**src/rtl/tt_pfd_pkg.sv**
```systemverilog
// Shared definitions for the tri-state phase-frequency detector.
// Holds the FSM state encoding and the signed-error width helper.
package tt_pfd_pkg;

  typedef enum logic [1:0] {
    PFD_IDLE = 2'd0,
    PFD_UP   = 2'd1,
    PFD_DOWN = 2'd2
  } pfd_state_e;

  // Plain constants so the FSM register can stay a simple logic vector
  localparam logic [1:0] ST_IDLE = PFD_IDLE;
  localparam logic [1:0] ST_UP   = PFD_UP;
  localparam logic [1:0] ST_DOWN = PFD_DOWN;

  // One sign bit on top of the magnitude counter
  function automatic int err_width(input int cnt_w);
    return cnt_w + 1;
  endfunction

endpackage

```
**src/rtl/tt_pfd_edge_sync.sv**
```systemverilog
// Input synchroniser plus history flop producing a one-cycle rising-edge pulse.
// With TT_PFD_SCAN_EN the flops double as a scan segment and the edge is gated off.
module tt_pfd_edge_sync
  import tt_pfd_pkg::*;
#(
  parameter int SYNC_STAGES = 2
) (
  input  logic i_clk_gen,
  input  logic i_rst,
  input  logic i_async,
`ifdef TT_PFD_SCAN_EN
  input  logic i_scan_en,
  input  logic i_scan_in,
  output logic o_scan_out,
`endif
  output logic o_edge
);

  logic [SYNC_STAGES-1:0] sync_q;
  logic [SYNC_STAGES-1:0] sync_d;
  logic                   hist_q;
  logic                   shift_in;
  logic                   edge_gate;

`ifdef TT_PFD_SCAN_EN
  assign shift_in   = i_scan_en ? i_scan_in : i_async;
  assign edge_gate  = ~i_scan_en;
  assign o_scan_out = hist_q;
`else
  assign shift_in   = i_async;
  assign edge_gate  = 1'b1;
`endif

  assign sync_d = {sync_q[SYNC_STAGES-2:0], shift_in};

  always_ff @(posedge i_clk_gen) begin
    if (i_rst) begin
      sync_q <= '0;
      hist_q <= 1'b0;
    end else begin
      sync_q <= sync_d;
      hist_q <= sync_q[SYNC_STAGES-1];
    end
  end

  assign o_edge = edge_gate & sync_q[SYNC_STAGES-1] & ~hist_q;

endmodule

```
**src/rtl/tt_pfd_tristate.sv**
```systemverilog
// Tri-state PFD: UP/IDLE/DOWN machine, signed phase error, slip strobe and lock.
// Optional scan access through the synchronisers with TT_PFD_SCAN_EN.
module tt_pfd_tristate
  import tt_pfd_pkg::*;
#(
  parameter int SYNC_STAGES = 2,
  parameter int CNT_W       = 8,
  parameter int LOCK_TOL    = 2,
  parameter int LOCK_CNT    = 16
) (
  input  logic             i_clk_gen,
  input  logic             i_rst,
  input  logic             i_clk_ref,
  input  logic             i_clk_div,
`ifdef TT_PFD_SCAN_EN
  input  logic             i_scan_en,
  input  logic             i_scan_in,
  output logic             o_scan_out,
`endif
  output logic             o_up,
  output logic             o_down,
  output logic [CNT_W:0]   o_phase_err,
  output logic             o_err_valid,
  output logic             o_slip,
  output logic             o_lock
);

  localparam int ERR_W  = err_width(CNT_W);
  localparam int GOOD_W = $clog2(LOCK_CNT + 1);
  localparam logic [CNT_W-1:0] CNT_MAX = {CNT_W{1'b1}};

  logic              ref_edge;
  logic              div_edge;
  logic              scan_hold;

  logic [1:0]        state_q, state_d;
  logic [CNT_W-1:0]  cnt_q, cnt_d;
  logic [CNT_W-1:0]  cnt_inc;
  logic              emit, emit_neg, slip;
  logic [CNT_W-1:0]  emit_mag;
  logic [ERR_W-1:0]  emit_val;
  logic [ERR_W-1:0]  err_q;
  logic [ERR_W-1:0]  err_mag;
  logic              err_valid_q;
  logic              slip_q;
  logic [GOOD_W-1:0] good_q, good_d, good_inc;
  logic              lock_q, lock_d;

`ifdef TT_PFD_SCAN_EN
  logic scan_mid;

  tt_pfd_edge_sync #(.SYNC_STAGES(SYNC_STAGES)) u_sync_ref (
    .i_clk_gen  (i_clk_gen),
    .i_rst      (i_rst),
    .i_async    (i_clk_ref),
    .i_scan_en  (i_scan_en),
    .i_scan_in  (i_scan_in),
    .o_scan_out (scan_mid),
    .o_edge     (ref_edge)
  );

  tt_pfd_edge_sync #(.SYNC_STAGES(SYNC_STAGES)) u_sync_div (
    .i_clk_gen  (i_clk_gen),
    .i_rst      (i_rst),
    .i_async    (i_clk_div),
    .i_scan_en  (i_scan_en),
    .i_scan_in  (scan_mid),
    .o_scan_out (o_scan_out),
    .o_edge     (div_edge)
  );

  assign scan_hold = i_scan_en;
`else
  tt_pfd_edge_sync #(.SYNC_STAGES(SYNC_STAGES)) u_sync_ref (
    .i_clk_gen (i_clk_gen),
    .i_rst     (i_rst),
    .i_async   (i_clk_ref),
    .o_edge    (ref_edge)
  );

  tt_pfd_edge_sync #(.SYNC_STAGES(SYNC_STAGES)) u_sync_div (
    .i_clk_gen (i_clk_gen),
    .i_rst     (i_rst),
    .i_async   (i_clk_div),
    .o_edge    (div_edge)
  );

  assign scan_hold = 1'b0;
`endif

  assign cnt_inc = (cnt_q == CNT_MAX) ? cnt_q : cnt_q + CNT_W'(1);

  // An edge from the leading input while already waiting is a cycle slip.
  always_comb begin
    state_d  = state_q;
    cnt_d    = cnt_q;
    emit     = 1'b0;
    emit_neg = 1'b0;
    emit_mag = '0;
    slip     = 1'b0;
    case (state_q)
      ST_IDLE: begin
        if (ref_edge && div_edge) begin
          emit = 1'b1;
        end else if (ref_edge) begin
          state_d = ST_UP;
          cnt_d   = CNT_W'(1);
        end else if (div_edge) begin
          state_d = ST_DOWN;
          cnt_d   = CNT_W'(1);
        end
      end
      ST_UP: begin
        if (div_edge) begin
          emit     = 1'b1;
          emit_mag = cnt_q;
          if (ref_edge) begin
            cnt_d = CNT_W'(1);
          end else begin
            state_d = ST_IDLE;
            cnt_d   = '0;
          end
        end else begin
          cnt_d = cnt_inc;
          slip  = ref_edge;
        end
      end
      ST_DOWN: begin
        if (ref_edge) begin
          emit     = 1'b1;
          emit_neg = 1'b1;
          emit_mag = cnt_q;
          if (div_edge) begin
            cnt_d = CNT_W'(1);
          end else begin
            state_d = ST_IDLE;
            cnt_d   = '0;
          end
        end else begin
          cnt_d = cnt_inc;
          slip  = div_edge;
        end
      end
      default: begin
        state_d = ST_IDLE;
        cnt_d   = '0;
      end
    endcase
  end

  assign emit_val = emit_neg ? -{1'b0, emit_mag} : {1'b0, emit_mag};

  assign err_mag  = err_q[ERR_W-1] ? (~err_q + ERR_W'(1)) : err_q;
  assign good_inc = (good_q == GOOD_W'(LOCK_CNT)) ? good_q : good_q + GOOD_W'(1);

  // Lock bookkeeping runs off the registered error, one cycle behind the strobe.
  always_comb begin
    good_d = good_q;
    lock_d = lock_q;
    if (slip_q) begin
      good_d = '0;
      lock_d = 1'b0;
    end else if (err_valid_q) begin
      if (err_mag <= ERR_W'(LOCK_TOL)) begin
        good_d = good_inc;
        lock_d = (good_inc == GOOD_W'(LOCK_CNT));
      end else begin
        good_d = '0;
        lock_d = 1'b0;
      end
    end
  end

  always_ff @(posedge i_clk_gen) begin
    if (i_rst) begin
      state_q     <= ST_IDLE;
      cnt_q       <= '0;
      err_q       <= '0;
      err_valid_q <= 1'b0;
      slip_q      <= 1'b0;
      good_q      <= '0;
      lock_q      <= 1'b0;
    end else if (scan_hold) begin
      err_valid_q <= 1'b0;
      slip_q      <= 1'b0;
    end else begin
      state_q     <= state_d;
      cnt_q       <= cnt_d;
      err_valid_q <= emit;
      slip_q      <= slip;
      good_q      <= good_d;
      lock_q      <= lock_d;
      if (emit) begin
        err_q <= emit_val;
      end
    end
  end

  assign o_up        = (state_q == ST_UP);
  assign o_down      = (state_q == ST_DOWN);
  assign o_phase_err = err_q;
  assign o_err_valid = err_valid_q;
  assign o_slip      = slip_q;
  assign o_lock      = lock_q;

endmodule

```
**config.mk**
```make
export PLATFORM = sky130hd
export DESIGN_NAME = tt_pfd_tristate
export DESIGN_NICKNAME = d
export VERILOG_FILES = /design/src/rtl/tt_pfd_pkg.sv /design/src/rtl/tt_pfd_edge_sync.sv /design/src/rtl/tt_pfd_tristate.sv
export SDC_FILE = /design/constraint.sdc
export NUM_CORES = 1
export LEC_CHECK = 0
export CORE_MARGIN = 2
export CORE_UTILIZATION = 45
export CTS_BUF_LIST = sky130_fd_sc_hd__clkbuf_2
export CTS_CLUSTER_DIAMETER = 60
export CTS_CLUSTER_SIZE = 25
export DETAILED_ROUTE_END_ITERATION = 10
export PLACE_DENSITY = 0.69
export SYNTH_ARGS = -nofsm -noshare
export SYNTH_HDL_FRONTEND = slang
export SYNTH_SLANG_ARGS = --single-unit
```
**constraint.sdc**
```tcl
create_clock -name i_clk_gen -period 2.7 [get_ports i_clk_gen]
set_input_delay 0.54 -clock i_clk_gen [delete_from_list [all_inputs] [get_ports i_clk_gen]]
set_output_delay 0.54 -clock i_clk_gen [all_outputs]
set_load 0.05 [all_outputs]
```
==> flow_summary.yaml, run 1 <==
run_status:
  status: "complete, no violations"
clock_network:
  clockRootBuffer: "clkbuf_2"
  cts_buffers: 5
  holdBufCountCts: 0
  clk_pin_slew_ns: 0.18
  insertion_delay_ns: 0.40
  cts_tree: "yes"
  cts_buffer_depth: 2
  numClockSinks: 33
  h-tree-depth: 2
power_and_ir_drop:
  p_leak_nw: 0.8148
  ir_drop_uv: 328.4
  cellPowerDensity_nw_per_um2: 386.1
sta:
  rsz0062_at_grt: "no"
  hold_viol: 0
  worstMarginPinSlew_ns: 0.7165
  period_needed_ns: 2.280
  slew_headroom: 0.5179
  layout_setup_ws_ns: 0.4204
  fmax_mhz: 438.7
  setup_viol: 0
  maxSlewViolCount: 0
  fin_crit_sh: 0.8443
  setup_tns_ns: 0
  fin_worst_skew_ns: 0.02507
yosys:
  async_flop_share: 0
  syn_nets: 269
  yosysWarnings: 0
  synth_area_um2: 1992
  postSynthCellCount: 256
  synth-seq-area-share: 0.3317
  synth_enable_flop_cells: 0
  synth_flop_cell: "dfxtp_1"
  ys_ff_latch: 33
  synth_cell_types: 52
  avgSynthCellArea_um2: 7.781
place:
  gp_congestion: 0.8504
  dpl-instance-area_um2: 2188
  hpwl_um: 3180
  port_buffers: 17
  pre_cts_ws_ns: 0.5118
  dpl.cell_count: 314
detailed_routing:
  wl_met2_um: 2063
  drt-pass1-iter-count: 4
  remaining_drc_errors: 0
  vias: 1920
  drt_iter0_drc: 158
  antenna_left: 0
  routed.top_layer: "met4"
  met3_wirelength_um: 186
  via_per_inst: 5.963
  wirelength_um: 4384
  wl_met1_um: 2077
  wl_per_cell_um: 13.61
global_route:
  antenna_found_initial: 0
  grtUsageTotal: 0.1923
  grt-ovfl-total: 0
  grt_pass1_wl_um: 7852
  grt_pass1_vias: 1739
  grt_start_max_net_pins: 17
worst_setup_path:
  start_kind: "flip-flop"
  rr_worst_depth: 8
  crit_buf_inv: 1
  ff2ff_setup_slack_ns: 0.46
  critPathArrivalTime_ns: 1.74
  end_kind: "output port"
  required_ns: 2.16
  critPathSlowestCell: "clkdlybuf4s50_1"
  r2r_end: "o_phase_err[2]$_SDFFE_PP0P_"
  critical_path_class: "flip-flop to output port"
  crit_chain: "clkdlybuf4s50_1"
  cp_max_fo: 7
  reg2reg_from: "state_q[0]$_SDFFE_PP0P_"
  critPathMaxStageDelay_ns: 0.85
  path_delay_family: "buffers and inverters"
die:
  rows: 24
  die_w_um: 70.53
  design.portCount: 18
  coreArea_um2: 4294
  initial_utilization: 0.4639
  die_area_um2: 4974
  die_h_um: 70.53
cells_and_area:
  area_delta_synth_final_pct: 12.12
  insertedDiodeCount: 0
  drive_above_1_share: 0.1000
  final_common_cell: "dfxtp_1"
  final_net_count: 282
  nFillCells: 426
  finalNonFillerCells: 322
  final_cell_mix: "33 x dfxtp_1, 22 x a21oi_1, 22 x nor2_1"
  post-route-cell-area_um2: 2233
hold_path:
  min_from: "u_sync_div.sync_q[0]$_SDFF_PP0_"
  min_to: "u_sync_div.sync_q[1]$_SDFF_PP0_"
  hold_depth: 1
  hold_path_class: "flip-flop to flip-flop"
job:
  cap_viol_max_count: 0
[how the worst max path moves through the flow]
stage	from	endpoint	slack, ns	depth (start not counted)
floorplan	state_q[0]$_SDFFE_PP0P_	o_phase_err[2]$_SDFFE_PP0P_	0.24	11
global placement	state_q[0]$_SDFFE_PP0P_	o_phase_err[2]$_SDFFE_PP0P_	0.56	8
detailed placement	state_q[1]$_SDFFE_PP0P_	o_up	0.51	3
CTS	state_q[1]$_SDFFE_PP0P_	o_up	0.07	3
global route	state_q[0]$_SDFFE_PP0P_	o_phase_err[2]$_SDFFE_PP0P_	0.26	8
finish	o_err_valid$_SDFF_PP0_	o_err_valid	0.42	1
[power by group]
| part | internal (mW) | switching, mW |
|---|---|---|
| registers | 0.497 | 0.0109 |
| clock network | 0.0648 | 0.174 |
| logic | 0.0436 | 0.0720 |
[area by class of cell]
class                           count  area [um2]  area share
Clock buffer                        6       30.03     0.01345
Clock inverter                      2       10.01    0.004482
Inverter                           10       37.54     0.01681
Multi-Input combinational cell    196        1210      0.5417
Sequential cell                    33       660.6      0.2958
Tap cell                           52       65.06     0.02913
Timing Repair Buffer               23       220.2     0.09860
[metrics by stage]
stage	power (mW)	hold slack, ns	util
6_report	0.8624	0.4564	0.5201
5_1_grt	0.9070	0.4645	0.5201
4_1_cts	0.8681	0.4580	0.5189
3_5_place_dp	0.6336	0.4236	0.5096
3_3_place_gp	0.6326	0.4161	0.5096
2_1_floorplan	0.6028	0.4138	-
[metal layers]
| metal | global-route usage | up-vias |
|---|---|---|
| li1 | - | 967 |
| met1 | 0.2582 | 906 |
| met2 | 0.3061 | 39 |
| met3 | 0.03846 | 8 |
| met4 | 0.07547 | 0 |
| met5 | 0 | - |
[registers in the layout, summed over array words and instances (netlist names)]
name,flops
o_lock,1
o_phase_err,9
o_slip,1
u_sync_ref.hist_q,1
cnt_q,8
state_q,2
u_sync_div.hist_q,1
u_sync_div.sync_q,2
good_q,5
u_sync_ref.sync_q,2
o_err_valid,1
[synth_stat cells (3+ instances only)]
cell | instances | share of area
a31oi_1 | 8 | 0.025
nor4_1 | 4 | 0.013
o21ai_0 | 9 | 0.023
buf_2 | 6 | 0.015
a211oi_1 | 3 | 0.011
or2_2 | 3 | 0.0094
nor2_1 | 22 | 0.041
o211ai_1 | 4 | 0.015
a31o_2 | 3 | 0.013
nand3_1 | 15 | 0.038
nor2b_1 | 12 | 0.038
ha_1 | 9 | 0.057
inv_1 | 10 | 0.019
nand2_1 | 21 | 0.040
dfxtp_1 | 33 | 0.33
and3_1 | 3 | 0.0094
a21oi_1 | 22 | 0.055
clkbuf_1 | 8 | 0.015
nor3_1 | 13 | 0.033
[logic make-up (layout without fill, tap and decap cells)]
family          count (synthesis)  count (layout)  synth area share
simple gates                  105             105            0.2638
compound gates                 80              80            0.2776
flops                          33              33            0.3317
buf+inv                        27              41           0.06093
fa+ha+maj                       9               9           0.05653
xor+xnor                        1               1          0.004398
mux                             1               1          0.005025
[what timing repair did]
item,CTS,global route
endpoints found under the setup margin,0,2
resized for setup,0,2
setup buffers,0,0
(Power assumes the default switching activity.)
==> inputs of run 2 (changes only) <==
Settings changed: PLACE_DENSITY 0.69 to 0.71.
Clock period 2.7 ns to 1.98 ns, I/O delays scaled along.
==> run 2 against run 1 <==
  * Global-route usage grew 0.61 points
  * Sequential cell count is the same
  * Design area grew 7.6%
  * Sequential share of layout area shrank 1.7 points
  * Clock skew shrank 0.010 ns
  * Wire length grew 5.2%
  * Die area is the same
  * Non-clock buffer count grew 16
  * Largest power group unchanged
==> flow_summary.yaml, run 2 (synthesized netlist as in run 1, its figures left out) <==
cells_and_area:
  post-route-cell-area_um2: 2402
  drive_above_1_share: 0.2028
  final_net_count: 298
  final_cell_mix: "29 x dfxtp_1, 24 x buf_4, 21 x nand2_1, 21 x a21oi_1, 21 x nor2_1"
  utilization: 0.5594
  final_common_cell: "dfxtp_1"
  insertedDiodeCount: 0
  area_delta_synth_final_pct: 20.60
  finalNonFillerCells: 338
  largest_register_ffs: 9
clock_network:
  clockRootBuffer: "clkbuf_2"
  holdBufCountCts: 0
  cts_tree: "yes"
  insertion_delay_ns: 0.38
  numClockSinks: 33
  clk_pin_slew_ns: 0.17
  cts_buffers: 5
  h-tree-depth: 2
  cts_buffer_depth: 2
worst_setup_path:
  rr_worst_depth: 9
  ff2ff_setup_slack_ns: 0.13
  path_delay_family: "buffers and inverters"
  start_kind: "flip-flop"
  critPathArrivalTime_ns: 1.52
  crit_path_end: "o_lock"
  critical_path_class: "flip-flop to output port"
  crit_chain: "clkdlybuf4s50_1"
  required_ns: 1.58
  critPathMaxStageDelay_ns: 0.80
  reg2reg_from: "state_q[0]$_SDFFE_PP0P_"
  end_kind: "output port"
  r2r_end: "o_phase_err[2]$_SDFFE_PP0P_"
  crit_start: "o_lock$_SDFFE_PP0P_"
  cp.depth: 1
  critPathSlowestCell: "clkdlybuf4s50_1"
  cp_max_fo: 2
  crit_buf_inv: 1
detailed_routing:
  antenna_left: 0
  wirelength_um: 4613
  vias: 1957
  via_per_inst: 5.790
  drt-pass1-iter-count: 4
  remaining_drc_errors: 0
  wl_per_cell_um: 13.65
  drt_iter0_drc: 120
sta:
  period_needed_ns: 1.920
  fin_crit_sh: 0.9699
  setup_viol: 0
  worstMarginPinSlew_ns: 0.5809
  setup_tns_ns: 0
  slew_headroom: 0.6098
  fin_worst_skew_ns: 0.01471
  layout_setup_ws_ns: 0.05961
  hold_ws_ns: 0.4549
  maxSlewViolCount: 0
  fmax_mhz: 520.7
  hold_viol: 0
place:
  hpwl_um: 3421
  port_buffers: 17
  dpl-instance-area_um2: 2325
  gp_congestion: 0.8406
  dpl.cell_count: 327
  pre_cts_ws_ns: 0.08969
power_and_ir_drop:
  switching_power_mw: 0.3537
  combPwrFrac: 0.155
  pwr-share-clk: 0.271
  p_sw_frac: 0.2962
  p_int_mw: 0.8406
  cellPowerDensity_nw_per_um2: 497.1
  seqPwrFrac: 0.574
  power.total_mw: 1.194
  p_leak_nw: 0.9348
  ir_drop_uv: 244.4
hold_path:
  hold_depth: 1
  hold_path_class: "flip-flop to flip-flop"
global_route:
  grt_pass1_vias: 1825
  antenna_found_initial: 0
  grt_start_max_net_pins: 24
  grtUsageTotal: 0.1984
  grt_pass1_wl_um: 8093
  grt-ovfl-total: 0
run_status:
  status: "complete, no violations"
die:
  rows: 24
  die_h_um: 70.53
  die_area_um2: 4974
  die_w_um: 70.53
  initial_utilization: 0.4639
  design.portCount: 18
  coreArea_um2: 4294
job:
  cap_viol_max_count: 0
run 2: cell count changes in the layout (fill, tap and decap cells not counted), moves of 2 or more:
cell / change
buf_4: +18
clkdlybuf4s50_1: -11
dfxtp_1: -4
dfxtp_2: +2
dfxtp_4: +2
dlygate4sd2_1: +9
ha_1: -4
ha_2: +2
ha_4: +2
run 2: what timing repair did:
action	4_1_cts	5_1_grt
resized for setup	9	8
setup buffers	0	3
endpoints found under the setup margin	9	8
pin swaps	0	2
run 2: worst reg2reg max path: cells and delay by family (launching register included):
| family | cells | cell delay [ns] |
|---|---|---|
| buffers and inverters | 3 | 0.37 |
| AO/OA/AOI/OAI | 4 | 0.69 |
| AND/OR/NAND/NOR | 1 | 0.18 |
| adder cells (fa/ha/maj) | 1 | 0.18 |
| flip-flops | 1 | 0.40 |
run 2: area by class of cell:
cell class | instances | area [um2]
fillers | 419 | 1892
multi-input cells | 196 | 1257
flip-flops and latches | 33 | 670.6
repair buffers | 39 | 331.6
well taps | 52 | 65.06
inverters | 10 | 37.54
clock buffers | 6 | 30.03
clock inverters | 2 | 10.01
run 2: per-layer routing:
layer / GRT usage / vias to the layer above / wire [um]
met3: 0.03134 / 5 / 206
met5: 0 / - / 0
met1: 0.2607 / 895 / 2176
li1: - / 1012 / -
met2: 0.3249 / 45 / 2196
met4: 0.08595 / 0 / 34
run 2: worst min path at each step:
stage / start / end / slack [ns]
2_1_floorplan: u_sync_div.sync_q[0]$_SDFF_PP0_ / u_sync_div.sync_q[1]$_SDFF_PP0_ / 0.41
3_3_place_gp: u_sync_div.sync_q[0]$_SDFF_PP0_ / u_sync_div.sync_q[1]$_SDFF_PP0_ / 0.42
3_5_place_dp: u_sync_div.sync_q[0]$_SDFF_PP0_ / u_sync_div.sync_q[1]$_SDFF_PP0_ / 0.43
4_1_cts: u_sync_ref.sync_q[0]$_SDFF_PP0_ / u_sync_ref.sync_q[1]$_SDFF_PP0_ / 0.45
5_1_grt: u_sync_ref.sync_q[0]$_SDFF_PP0_ / u_sync_ref.sync_q[1]$_SDFF_PP0_ / 0.45
6_report: u_sync_ref.sync_q[0]$_SDFF_PP0_ / u_sync_ref.sync_q[1]$_SDFF_PP0_ / 0.45
run 2: power by group through the flow:
stage | registers, mW | logic, mW | clock network, mW
floorplan | 0.707 | 0.123 | 0
global placement | 0.701 | 0.178 | 0
detailed placement | 0.702 | 0.181 | 0
CTS | 0.688 | 0.180 | 0.333
global route | 0.689 | 0.204 | 0.359
finish | 0.686 | 0.185 | 0.323
==> inputs of run 3 (changes only) <==
Settings changed: CTS_CLUSTER_SIZE 25 to 24.
==> results of run 3 <==
Final layout, timing and power as in run 2 (identical DEF).
